===== src/rtl/oam_dma.sv =====
// Sprite DMA: on a CPU write to $4014, stalls the CPU and copies one 256-byte
// page into OAM starting at the current OAM address. Sequencing advances on ce.
module oam_dma (
   input  logic        clock,
   input  logic        reset,
   input  logic        ce,
   input  logic [15:0] cpu_a,
   input  logic [7:0]  cpu_o,
   input  logic        cpu_w,
   input  logic [7:0]  oam_base,
   input  logic [7:0]  dma_i,
   output logic        halt,
   output logic        busy,
   output logic [15:0] dma_a,
   output logic [7:0]  oam_a,
   output logic [7:0]  oam_o,
   output logic        oam_w
);

   typedef enum logic [2:0] {
      S_IDLE,
      S_HALT,
      S_ALIGN,
      S_READ,
      S_WRITE
   } state_t;

   state_t      state_q, state_d;
   logic        odd_q, odd_d;
   logic [7:0]  idx_q, idx_d;
   logic [7:0]  data_q, data_d;
   logic [7:0]  page_q, page_d;
   logic [7:0]  base_q, base_d;

   always_comb begin
      state_d = state_q;
      odd_d   = ce ? ~odd_q : odd_q;
      idx_d   = idx_q;
      data_d  = data_q;
      page_d  = page_q;
      base_d  = base_q;
      dma_a   = 16'h0000;
      oam_a   = 8'h00;
      oam_w   = 1'b0;
      case (state_q)
         S_IDLE: begin
            if (ce && cpu_w && (cpu_a == 16'h4014)) begin
               page_d  = cpu_o;
               base_d  = oam_base;
               idx_d   = 8'h00;
               state_d = S_HALT;
            end
         end
         S_HALT: begin
            // An extra alignment cycle keeps reads on the even CPU cycle
            if (ce) state_d = odd_q ? S_ALIGN : S_READ;
         end
         S_ALIGN: begin
            if (ce) state_d = S_READ;
         end
         S_READ: begin
            dma_a = {page_q, idx_q};
            if (ce) begin
               data_d  = dma_i;
               state_d = S_WRITE;
            end
         end
         S_WRITE: begin
            oam_a = base_q + idx_q;
            oam_w = ce;
            if (ce) begin
               idx_d   = idx_q + 8'h01;
               state_d = (idx_q == 8'hFF) ? S_IDLE : S_READ;
            end
         end
         default: state_d = S_IDLE;
      endcase
   end

   always_ff @(posedge clock) begin
      if (reset) begin
         state_q <= S_IDLE;
         odd_q   <= 1'b0;
         idx_q   <= 8'h00;
         data_q  <= 8'h00;
      end else begin
         state_q <= state_d;
         odd_q   <= odd_d;
         idx_q   <= idx_d;
         data_q  <= data_d;
      end
   end

   // Page and base are only meaningful once a trigger has loaded them
   always_ff @(posedge clock) begin
      page_q <= page_d;
      base_q <= base_d;
   end

   assign halt  = (state_q != S_IDLE);
   assign busy  = halt;
   assign oam_o = data_q;

endmodule


===== config.mk =====
export PLATFORM = sky130hd
export DESIGN_NAME = oam_dma
export DESIGN_NICKNAME = d
export VERILOG_FILES = /design/src/rtl/oam_dma.sv
export SDC_FILE = /design/constraint.sdc
export NUM_CORES = 1
export LEC_CHECK = 0
export BUFFER_PORTS_ARGS = -buffer_cell sky130_fd_sc_hd__buf_2
export CAP_MARGIN = 10
export CORE_MARGIN = 5
export CORE_UTILIZATION = 54
export CTS_BUF_LIST = sky130_fd_sc_hd__clkbuf_4
export CTS_CLUSTER_SIZE = 25
export DETAILED_ROUTE_END_ITERATION = 7
export PLACE_DENSITY = 0.95
export SETUP_SLACK_MARGIN = 0.05
export SLEW_MARGIN = 20
export SYNTH_ARGS = -nofsm -noshare
export SYNTH_HDL_FRONTEND = slang
export SYNTH_SLANG_ARGS = --single-unit

===== constraint.sdc =====
create_clock -name clock -period 7 [get_ports clock]
set_input_delay 1.4 -clock clock [delete_from_list [all_inputs] [get_ports clock]]
set_output_delay 1.4 -clock clock [all_outputs]
set_load 0.01 [all_outputs]

==> metrics list, run 1 <==
- Most common cell after layout, fill and taps aside: buf_2
* Initial antenna violation count: 0
* Post-DR wirelength/cell: 14.11 µm
- Net Sw Frac: 22.59%
* Clock transition at the registers of the reported paths: 100 ps
* Number of DRC violations after detailed-routing iteration 0: 60
- Clock buffer depth: 2
- Setup total negative slack on the finished layout was measured at 0 ps.
- Post-route fraction of the period consumed by the critical path: 51.55%
* First-pass GRT wire length: 7803 µm
- Minimum clock period: 3609 ps
- Net switching power figure: 0.08397 mW
- Combinational cells account for 9.9% of the total power.
* Pre-antenna DRT Iters: 4
- The synthesized netlist occupies a cell area of 2029 µm².
- Global routing used 19.25% of the available tracks.
- Together, buffers and inverters on the worst path number 1.
* P&R area growth vs syn: 23.00%
- Critical path cell sequence: ha_1 -> fa_1 -> a21o_1 -> a21oi_1 -> or4_1 -> nand3_1 -> buf_2
- Sequential cells account for 60.5% of the total power.
- Min setup slack post-route: 3391 ps
* TritonCTS clock tree: built
- In this run, post-CTS repair resized a total of 0 instances.
- Proportion of layout cells with a drive suffix above 1: 32.08%
- Setup repair after global routing left no endpoint under its margin.
- Internal Dissipation: 0.2878 mW
- Highest-count cells in the layout ignoring fill and taps: buf_2, nand2_1, dfxtp_1
* # rows: 22
- Dividing total power by cell area gives a power density of 148.9 nW/µm².
- Number of warnings issued by yosys: 0
- The startpoint identified for the worst hold timing path is oam_o[4]$_SDFFE_PP0P_.
- Htree depth: 2
- The die is 71.31 µm wide.
- The die covers 5084 µm².
* Post-synthesis share of cell area spent on xor and xnor gates: 2.589%
- The critical path is of the flop to output port type.
- The share of total power dissipated in the clock network is 29.5%.
- Avg Cell Area, Syn: 9.396 µm²
- For this run, the top clock speed supported by timing is 277.1 MHz.
* Root Buffer: clkbuf_4
* Number of cells traversed by the worst hold path: 2
- Detailed routing inserted a total of 1,872 vias.
* Starting density of the core: 55.43%
* Count of cells along the worst register-to-register path: 4
* Clk Latency, worst-skew pair: 340 ps
- Critical Path End Type: output port
- Data on the critical path is required at its endpoint by 5600 ps.
* Die Height: 71.31 µm
- Crit path max-delay family: adder cells
* Number of failing hold endpoints at the final stage: 0
- Worst slew pin tran: 506.1 ps
- Diodes inserted: 0
* Total core area: 3661 µm²
* Number of global-route vias before repair: 1,808
* Remaining DRCs: 0
- The analysis attributes to cell leakage a power of 1.113 nW.
- After synthesis, the netlist uses 51 different library cells.
- Synthesized instance count: 216
- Asr flop ratio synth: 0%
* Post-synth EDFFs: 16
- Along the worst path, the maximum fanout reaches 6.
* Clock net sink count: 36
- Largest net degree at the start of global routing: 25
- Remaining antenna violation count after routing: 0
- The portion of synthesized area spent on multiplexers is 1.541%.
* Max Transition Viols Final: 0
* Complex-gate fraction of the synthesized area: 12.39%
* Worst path slowest cell: fa_1
- After global routing the overflow that remains totals 0.
* Endpoint of the most critical register-to-register path: base_q[7]$_DFFE_PP_
- Max-cap violations in this run came to 0.
- HP Class: flop to flop
- Fin Clk Skew: 9.147 ps
* Post-synth top flop: dfxtp_1
- For this run, the register share of the synthesized area comes to 43.40%.
- The worst register-to-register path begins at state_q[0]$_SDFFE_PP0P_.
- In this run the tightest slew margin relative to its limit is 66.26%.
* Number of input and output port buffers inserted: 78
- Arithmetic-cell share of the synthesized area counting full adders, half adders and majority gates: 6.473%
- Maximum vdd drop: 0.0001149 V
- The number of clock buffers added by TritonCTS is 5.
- The routed design has 4813 µm of wire.
* Final weighted congestion in routability-driven placement: 0.8451
- WP data arrival: 2210 ps
- Share of synthesized cell area in and, or, nand and nor gates: 30.21%
- Status: finished clean
- Synthesis inferred 36 register bits.
- Num ports: 79
- Across all register-to-register paths, the minimum setup slack is 4900 ps.
* Number of nets in the synthesized netlist: 269
- Via count normalized by instance count: 5.490
* Hold Path End: oam_o[4]$_SDFFE_PP0P_
- Setup Fix Bufs, Post-CTS: 0
- Summed over all nets, the half-perimeter wirelength after detailed placement is 3672 µm.
- Setup violations remaining at the end of the flow were counted as 0.
- Hold repair after CTS inserted 0 buffers.
- Sort of element at the start of the critical path: flop
- Maximum single-stage delay on the critical path: 420 ps
- Counting the fill cells in the layout gives 304.
- At the end of the flow, the number of nets in the layout was 345.
- After synthesis, the largest family of logic cells by area is simple AND/OR/NAND/NOR gates.
- Pre-CTS setup slack: 3390 ps
==> Yosys cell counts, types with 2 or more instances <==
master | count | area, µm²
xnor2_1 | 4 | 35.03
or2_2 | 3 | 18.77
clkbuf_1 | 4 | 15.01
nor3b_1 | 3 | 22.52
dfxtp_1 | 20 | 400.4
nand3_1 | 5 | 25.02
or4_1 | 2 | 15.01
a31oi_1 | 2 | 12.51
mux2i_1 | 2 | 20.02
nor2_1 | 13 | 48.80
o31ai_1 | 2 | 15.01
nand2b_1 | 5 | 31.28
nor3_1 | 4 | 20.02
buf_2 | 4 | 20.02
nand4_1 | 3 | 18.77
o21ai_0 | 7 | 35.03
xor2_1 | 2 | 17.52
inv_1 | 4 | 15.01
nand2_1 | 26 | 97.59
o21bai_1 | 2 | 15.01
nor4_1 | 4 | 25.02
edfxtp_1 | 16 | 480.5
and2_1 | 19 | 118.9
a21oi_1 | 16 | 80.08
or3_1 | 2 | 12.51
nor4b_1 | 3 | 26.28
ha_1 | 8 | 100.1
a211oi_1 | 3 | 22.52
nor2b_1 | 4 | 25.02
o211ai_1 | 3 | 22.52
==> cell type report <==
class	instances	area, µm²	share of cell area [%]
Clock buffer	7	52.55	2.105
Sequential cell	36	880.8	35.29
Inverter	4	15.01	0.6015
Timing Repair Buffer	79	404.1	16.19
Tap cell	48	60.06	2.406
Clock inverter	1	3.754	0.1504
Multi-Input combinational cell	166	1080	43.26
==> through the flow <==
step	hold slack, ps	cells	area [µm²]	util, %	power, mW
after CTS	461.6	340	2482	67.81	0.3737
after floorplan	477.3	216	2029	-	0.2511
after global placement	438.1	332	2426	66.27	0.2657
after global routing	490.8	341	2496	68.18	0.3892
final	461.7	341	2496	68.18	0.3718
after detailed placement	446.5	332	2426	66.27	0.2667
==> worst max path at each step <==
stage / cells past startpoint / from / endpoint / slack [ps]
6_report: 7 / idx_q[0]$_SDFFE_PP0P_ / oam_a[6] / 3390
5_1_grt: 4 / state_q[2]$_SDFFE_PP0P_ / oam_a[6] / 3280
4_1_cts: 4 / state_q[2]$_SDFFE_PP0P_ / oam_a[6] / 3400
3_5_place_dp: 3 / cpu_a[1] / base_q[2]$_DFFE_PP_ / 3390
3_3_place_gp: 3 / cpu_a[1] / page_q[0]$_DFFE_PP_ / 3420
2_1_floorplan: 2 / cpu_a[1] / base_q[0]$_DFFE_PP_ / 3770
==> logic make-up (layout without fill, tap and decap cells) <==
logic type | count (synthesis) | after routing
and+or+nand+nor | 106 | 106
AOI/OAI and AO/OA | 41 | 41
DFF | 36 | 36
buffers and inverters | 14 | 91
adders and majority gates | 10 | 10
xor gates and xnor gates | 6 | 6
muxes | 3 | 3
==> power by group through the flow <==
| stage | Sequential (mW) | Combinational [mW] | Clock [mW] |
|---|---|---|---|
| floorplan | 0.228 | 0.0234 | 0 |
| global placement | 0.230 | 0.0361 | 0 |
| detailed placement | 0.230 | 0.0369 | 0 |
| CTS | 0.225 | 0.0371 | 0.112 |
| global route | 0.226 | 0.0413 | 0.122 |
| finish | 0.225 | 0.0369 | 0.110 |
==> worst reg2reg max path, stage by stage (launching register included) <==
cell and delay (ps):
dfxtp_1 410, nor3b_1 410, nand4_1 210, nor4b_4 480, clkbuf_8 300
==> registers in the layout (all words and copies together) (netlist names) <==
signal and flops:
base_q 8, odd_q 1, oam_o 8, page_q 8
state_q 3, idx_q 8
==> per-layer routing <==
| metal | vias to the layer above | routed length (µm) | track usage (%) |
|---|---|---|---|
| met5 | - | 0 | 0 |
| met4 | 0 | 61 | 7.516 |
| met3 | 6 | 432 | 7.153 |
| met2 | 65 | 2457 | 32.76 |
| met1 | 862 | 1861 | 21.84 |
| li1 | 939 | - | - |
Note: power is estimated with default switching activity, not from simulation.
==> run 2: changes to the inputs <==
--- a/config.mk
+++ b/config.mk
@@ -8,11 +8,11 @@
 export BUFFER_PORTS_ARGS = -buffer_cell sky130_fd_sc_hd__buf_2
 export CAP_MARGIN = 10
 export CORE_MARGIN = 5
-export CORE_UTILIZATION = 54
+export CORE_UTILIZATION = 50
 export CTS_BUF_LIST = sky130_fd_sc_hd__clkbuf_4
 export CTS_CLUSTER_SIZE = 25
 export DETAILED_ROUTE_END_ITERATION = 7
-export PLACE_DENSITY = 0.95
+export PLACE_DENSITY = 0.94
 export SETUP_SLACK_MARGIN = 0.05
 export SLEW_MARGIN = 20
 export SYNTH_ARGS = -nofsm -noshare
==> constraint.sdc (replaced) <==
create_clock -name clock -period 3.68 [get_ports clock]
set_input_delay 0.736 -clock clock [delete_from_list [all_inputs] [get_ports clock]]
set_output_delay 0.736 -clock clock [all_outputs]
set_load 0.01 [all_outputs]
==> run 2 against run 1 <==
Net effect:
- flip-flop and latch count did not move
- critical path depth unchanged
- worst setup slack worse by 2700 ps
- via count is essentially flat
- hold slack improved by 1.6 ps
- utilization down 4.7 points
- final cell count increased by 0.59%
- sequential share of layout area fell by 0.33 points
- power rose by 110%
- count of clock-buffer cells in the layout down 2
- critical path type unchanged
- largest cell class unchanged
- highest routed layer unchanged
==> metrics list, run 2 (synthesis gave the netlist of run 1 again) <==
* Min setup slack post-route: 724.0 ps (-2667 ps)
* Hold-fix buffers, CTS: 0 (unchanged)
* Width of the die: 73.71 µm (+3.4%)
- Worst path slowest cell: fa_1
* WP data arrival: 2220 ps (about the same)
- Number of max-capacitance violations reported: 0 (unchanged)
- RSZ-0062 raised after global routing: no
- The number of global-route vias before repair came to 1,772 (-2.0%).
* Die Height: 73.71 µm (+3.4%)
* Diodes inserted: 0 (unchanged)
* Root Buffer: clkbuf_4
- The top-level port count came to 79 (unchanged).
- The initial core utilization is 51.10% (-4.3 points).
* Pre-antenna DRT Iters: 4 (unchanged)
* Remaining antenna violation count after routing: 0 (unchanged)
* Clk Latency, worst-skew pair: 350 ps (about the same)
- Total negative setup slack: 0 ps (unchanged)
- DRT Wirelength: 4898 µm (+1.8%)
- The library cells used most frequently in the layout, excluding fill and tap cells, are buf_2, nand2_1, dfxtp_1.
* Clock buffer depth: 2 (unchanged)
- Net Sw Frac: 23.05% (+0.46 points)
* Layout Utilization: 63.45% (-4.7 points)
* Critical path cell sequence: ha_1 -> fa_1 -> a21o_1 -> a21oi_1 -> o2111ai_1 -> nand3_1 -> buf_2
* Worst slew pin tran: 508.3 ps (+2.189 ps)
- The global routing usage summed across all routing layers came to 18.91% (-0.35 points).
* Largest net degree at the start of global routing: 25 (unchanged)
- Critical path data required time: 2940 ps (-2660 ps)
- TritonCTS clock tree: built
* Final weighted congestion in routability-driven placement: 0.8305 (-1.7%)
- Internal Dissipation: 0.6046 mW (+110%)
- Number of input and output port buffers inserted: 78 (unchanged)
- Htree depth: 2 (unchanged)
* Post-DR wirelength/cell: 14.28 µm (+1.2%)
* Maximum vdd drop: 0.0002108 V (+83%)
- The setup slack of the most critical reg-to-reg path came to 1770 ps (-3130 ps).
- Number of buffers created by CTS: 5 (unchanged)
* Via count: 1,873 (+0.053%)
* Number of DRC violations after detailed-routing iteration 0: 104 (+73%)
- The worst path uses 80.33% of the clock period.
* Final setup fails: 0 (unchanged)
- The clock group share of total power is 36.4% (+6.9 points).
- By startpoint and endpoint, the worst setup path is classified as flop to output port.
- Status: finished clean
- Floorplan die area: 5433 µm² (+6.9%)
* End point of the critical path: oam_a[6]
- The number of remaining DRC errors came to 0 (unchanged).
- The sum of net half-perimeters after detailed placement came to 3784 µm (+3.1%).
- Pre-CTS setup slack: 1142 ps (-2248 ps)
- # rows: 23 (+4.5%)
- The total clock sinks came to 36 (unchanged).
- Minimum clock period: 2956 ps
- Sort of element at the start of the critical path: flop
- The biggest cell delay along the critical path was 420 ps (about the same).
- The first-pass GRT wire length was 7879 µm (+0.97%).
- The area growth from synthesis to layout is 24.17%.
- Endpoint of the most critical register-to-register path: base_q[2]$_DFFE_PP_
- Count of cells along the worst register-to-register path: 4 (unchanged)
* Critical Path End Type: output port
- In this run the critical register-to-register path is launched from state_q[0]$_SDFFE_PP0P_.
* Most common cell after layout, fill and taps aside: buf_2
- Based on the critical path, the design can be clocked at up to 338.3 MHz.
- Worst-case hold slack: 463.3 ps (+1.632 ps)
- Critical path startpoint: idx_q[0]$_SDFFE_PP0P_
- Max-Slew Margin vs Limit: 66.11% (-0.15 points)
* Via count normalized by instance count: 5.461 (-0.53%)
- The net switching component of the power was 0.1811 mW (+120%).
* # nets final: 345 (unchanged)
* Max Transition Viols Final: 0 (unchanged)
* Total core area: 3971 µm² (+8.5%)
- The clock input transition at the sequential cells of the worst setup and hold paths was 120 ps (+20 ps).
* Share of total power in sequential cells: 54.5% (-6.0 points)
- Fin Clk Skew: 8.059 ps (-1.088 ps)
- Proportion of layout cells with a drive suffix above 1: 32.42% (+0.34 points)
* Count of cells resized by post-cts repair: 0 (unchanged)
- Fraction of power consumed by combinational cells: 9.0% (-0.9 points)
* HP Class: flop to flop
- Power Dens Cells: 311.8 nW/µm² (+110%)
* GR Overflow Total: 0 (unchanged)
- Initial antenna violation count: 0 (unchanged)
- Critical path fanouts, max: 6 (unchanged)
- The leakage power figure came to 1.120 nW (+0.60%).
- The final hold violation count came to 0 (unchanged).
- Setup Fix Bufs, Post-CTS: 0 (unchanged)
[run 2: cell types whose count changed in the layout (fill, tap and decap cells not counted)]
| cell | change |
|---|---|
| buf_4 | +1 |
| bufinv_16 | +1 |
| clkbuf_4 | -2 |
| clkbuf_8 | -1 |
| clkinv_1 | -1 |
| clkinvlp_4 | +1 |
| inv_6 | +1 |
[run 2: how the worst min path moves through the flow]
stage,startpoint,to,slack (ps),cells after the start
6_report,oam_o[5]$_SDFFE_PP0P_,oam_o[5]$_SDFFE_PP0P_,460,2
5_1_grt,oam_o[5]$_SDFFE_PP0P_,oam_o[5]$_SDFFE_PP0P_,490,2
4_1_cts,oam_o[5]$_SDFFE_PP0P_,oam_o[5]$_SDFFE_PP0P_,460,2
3_5_place_dp,oam_o[5]$_SDFFE_PP0P_,oam_o[5]$_SDFFE_PP0P_,440,2
3_3_place_gp,oam_o[6]$_SDFFE_PP0P_,oam_o[6]$_SDFFE_PP0P_,440,2
2_1_floorplan,odd_q$_SDFFE_PP0P_,odd_q$_SDFFE_PP0P_,480,2
[run 2: power by group through the flow]
stage | logic, mW | clock network (mW) | registers (mW)
floorplan | 0.0444 | 0 | 0.433
detailed placement | 0.0704 | 0 | 0.437
finish | 0.0708 | 0.286 | 0.429
global route | 0.0778 | 0.317 | 0.429
CTS | 0.0708 | 0.297 | 0.428
global placement | 0.0693 | 0 | 0.437
[run 2: area by class of cell]
| cell class | instances | area, µm² |
|---|---|---|
| clock inverter | 3 | 46.29 |
| tap | 50 | 62.56 |
| inverter | 4 | 15.01 |
| multi-input combinational | 166 | 1080 |
| sequential | 36 | 880.8 |
| fill | 327 | 1451 |
| timing repair buffer | 79 | 397.9 |
| clock buffer | 5 | 37.54 |
[run 2: worst max-delay path: cells and delay by family (launching register included)]
kind / cells / cell delay, ps
AO/OA/AOI/OAI: 3 / 590
adder cells (fa/ha/maj): 2 / 670
buffers and inverters: 1 / 130
flip-flops: 1 / 370
AND/OR/NAND/NOR: 1 / 100
[run 2: metal layers]
metal | share of wire (%) | vias to the layer above | wire length (µm) | global-route usage, %
li1 | - | 937 | - | -
met1 | 39 | 853 | 1890 | 21.04
met2 | 52 | 77 | 2531 | 32.48
met3 | 8.7 | 6 | 427 | 6.566
met4 | 1.0 | 0 | 49 | 8.048
met5 | 0 | - | 0 | 0
[run 2: through the flow]
stage / cells / instance area, µm² / total power, mW
finish: 343 / 2520 / 0.7856
global route: 343 / 2520 / 0.8240
CTS: 343 / 2520 / 0.7957
detailed placement: 335 / 2436 / 0.5076
global placement: 335 / 2436 / 0.5058
floorplan: 216 / 2029 / 0.4776
==> run 3: changes to the inputs <==
==> constraint.sdc (replaced) <==
create_clock -name clock -period 2.72 [get_ports clock]
set_input_delay 0.544 -clock clock [delete_from_list [all_inputs] [get_ports clock]]
set_output_delay 0.544 -clock clock [all_outputs]
set_load 0.01 [all_outputs]
==> run 3 against run 2 <==
Net effect:
- the run now ends with design-rule violations left
- final area fell by 0.40%
- worst setup slack got worse by 630 ps
- final cell count rose by 0.29%
- critical path type unchanged
- largest power group unchanged
==> metrics list, run 3 (synthesis gave the netlist of run 1 again) <==
* Detailed placement HPWL: 3802 µm (+0.47%)
- The global routing usage summed across all routing layers came to 18.92% (about the same).
* Number of cells traversed by the worst hold path: 1 (-1)
* Met2 track demand over resource: 31.30% (-1.2 points)
- The instance count after placement with tap cells included came to 336 (+0.30%).
- # rows: 23 (unchanged)
- First-pass GRT wire length: 7907 µm (+0.36%)
- The number of optimization iterations in the first detailed-route pass was 6 (+2).
- The starting DRC count in detailed routing was 123 (+18%).
- Clk Latency, worst-skew pair: 350 ps (about the same)
* Hold-fix buffers, CTS: 0 (unchanged)
- Relative to the synthesized area, the layout overhead comes to 23.67%.
- The data required time of the worst path was 2180 ps (-760 ps).
* Number of buffers created by CTS: 5 (unchanged)
- The final weighted congestion of routability-driven global placement came to 0.8506 (+2.4%).
- Kind of critical path: flop to output port
* Total core area: 3971 µm² (unchanged)
* Endpoint of the most critical register-to-register path: page_q[7]$_DFFE_PP_
- The count of placed standard cells in the final layout, fillers left out was 344 (+0.29%).
- Sum of internal, switching and leakage power: 0.9475 mW (+21%)
- The area after detailed placement was 2444 µm² (+0.31%).
* Starting density of the core: 51.10% (unchanged)
* Layout Utilization: 63.20% (-0.25 points)
- Number of input and output port buffers inserted: 78 (unchanged)
- Layer with the highest usage after global routing: met2
* Worst reg2reg path startpoint: state_q[0]$_SDFFE_PP0P_
- The leakage power figure was 1.113 nW (-0.58%).
- Number of max-capacitance violations reported: 0 (unchanged)
- RSZ-0062 raised after global routing: yes
- The final global-route overflow total came to 0 (unchanged).
- The overall routed net length was 4926 µm (+0.57%).
- The peak supply drop was 0.0002961 V (+40%).
- Num ports: 79 (unchanged)
* Largest net degree at the start of global routing: 25 (unchanged)
- The max-slew violation total from the final report is 0 (unchanged).
- TritonCTS clock tree: built
- Sort of element at the start of the critical path: flop
- The remaining max-slew budget at the tightest pin was 65.34% (-0.77 points).
- Pre-CTS setup slack: 356.6 ps (-785.4 ps)
- Power Dens Cells: 377.5 nW/µm² (+21%)
- Count of cells along the worst register-to-register path: 4 (unchanged)
- Min setup slack post-route: 92.16 ps (-631.8 ps)
- WP data arrival: 2080 ps (-140 ps)
* Critical path startpoint: idx_q[0]$_SDFFE_PP0P_
* Met1 Track Usage GR: 22.71% (+1.7 points)
* Root Buffer: clkbuf_4
- The number of setup buffers added after CTS came to 0 (unchanged).
- The setup-violating endpoint count in the final report came to 0 (unchanged).
* Post-route fraction of the period consumed by the critical path: 96.61%
- Filler instances: 337 (+3.1%)
- Clock net sink count: 36 (unchanged)
* # nets final: 346 (+0.29%)
- Clock transition at the registers of the reported paths: 120 ps (about the same)
- The number of remaining DRC errors came to 1 (+1).
* Fin Clk Skew: 15.98 ps (+7.920 ps)
- The number of vias per cell came to 5.387 (-1.4%).
- Global routing usage on met3: 4.788% (-1.8 points)
* Floorplan die area: 5433 µm² (unchanged)
* Register-to-register path setup slack: 790 ps (-980 ps)
- Based on the critical path, the design can be clocked at up to 380.5 MHz.
- Counting I/O delays and the setup requirement, the final critical path takes 2628 ps.
* Number of failing hold endpoints at the final stage: 0 (unchanged)
* Status: complete, but fails checks
- The H-tree level count is 2 (unchanged).
- The height of the die is 73.71 µm (unchanged).
- The worst setup path is captured at an output port.
* Post-DR wirelength/cell: 14.32 µm (+0.28%)
* Worst slew pin tran: 519.8 ps (+11.55 ps)
- The antenna violation net count after detailed routing came to 0 (unchanged).
* Critical path fanouts, max: 6 (unchanged)
- Leaving out fill and tap cells, the most frequent cell in the layout is buf_2.
* Proportion of layout cells with a drive suffix above 1: 34.35% (+1.9 points)
- Via count: 1,853 (-1.1%)
- Violations in the final reports: design-rule violations
- Diodes inserted: 0 (unchanged)
- The number of antenna violations at the first check in global routing is 0 (unchanged).
- The min-delay analysis places its worst path in the category input pin to flop.
* End point of the critical path: oam_a[6]
- Number of global-route vias before repair: 1,793 (+1.2%)
- The floorplan die width came to 73.71 µm (unchanged).
* Highest-count cells in the layout ignoring fill and taps: buf_2, nand2_1, and2_1
* Clock buffer depth: 2 (unchanged)
- Finished layout cell area: 2510 µm² (-0.40%)
[run 3: how the worst min path moves through the flow]
stage / startpoint / to / slack [ps]
finish: oam_base[2] / base_q[2]$_DFFE_PP_ / 360
global route: cpu_o[4] / page_q[4]$_DFFE_PP_ / 340
CTS: oam_base[2] / base_q[2]$_DFFE_PP_ / 350
detailed placement: oam_o[2]$_SDFFE_PP0P_ / oam_o[2]$_SDFFE_PP0P_ / 440
global placement: oam_o[3]$_SDFFE_PP0P_ / oam_o[3]$_SDFFE_PP0P_ / 440
floorplan: odd_q$_SDFFE_PP0P_ / odd_q$_SDFFE_PP0P_ / 480
[run 3: metal layers]
layer / vias to the layer above / share of wire, %
li1: 937 / -
met1: 843 / 41
met2: 64 / 50
met3: 9 / 7.1
met4: 0 / 1.6
met5: - / 0
[run 3: final cells by class]
class | count | area [µm²] | share of cell area (%)
clock buffers | 5 | 37.54 | 1.496
inverters | 4 | 15.01 | 0.5982
flip-flops and latches | 36 | 887.1 | 35.34
clock inverters | 3 | 13.76 | 0.5484
multi-input cells | 166 | 1089 | 43.37
well taps | 50 | 62.56 | 2.493
repair buffers | 80 | 405.4 | 16.15
[run 3: timing repair]
item | CTS | global route
pin swaps | 1 | 2
gates resized for setup | 3 | 4
hold endpoints to repair | 0 | 0
endpoints found under the setup margin | 2 | 3
[run 3: worst max-delay path, cell delays in order, from the launching register on]
cell     delay (ps)
dfxtp_4         390
ha_2            210
fa_2            230
a21o_1          140
a21oi_2          80
or4_1           460
nand3_1          90
buf_2           130
[run 3: stage by stage]
stage / TNS [ps] / hold slack [ps]
after floorplan: 0 / 477.3
after global placement: 0 / 438.8
after detailed placement: 0 / 444.3
after CTS: 0 / 350.3
after global routing: -6.204 / 344.2
final: 0 / 357.2
[run 3: where the power goes]
part | leakage [nW] | internal, mW | total, mW | switching, mW
combinational | 0.774 | 0.0525 | 0.0965 | 0.0441
sequential | 0.307 | 0.568 | 0.578 | 0.0101
clock | 0.0324 | 0.0948 | 0.273 | 0.178
total | 1.11 | 0.715 | 0.947 | 0.232
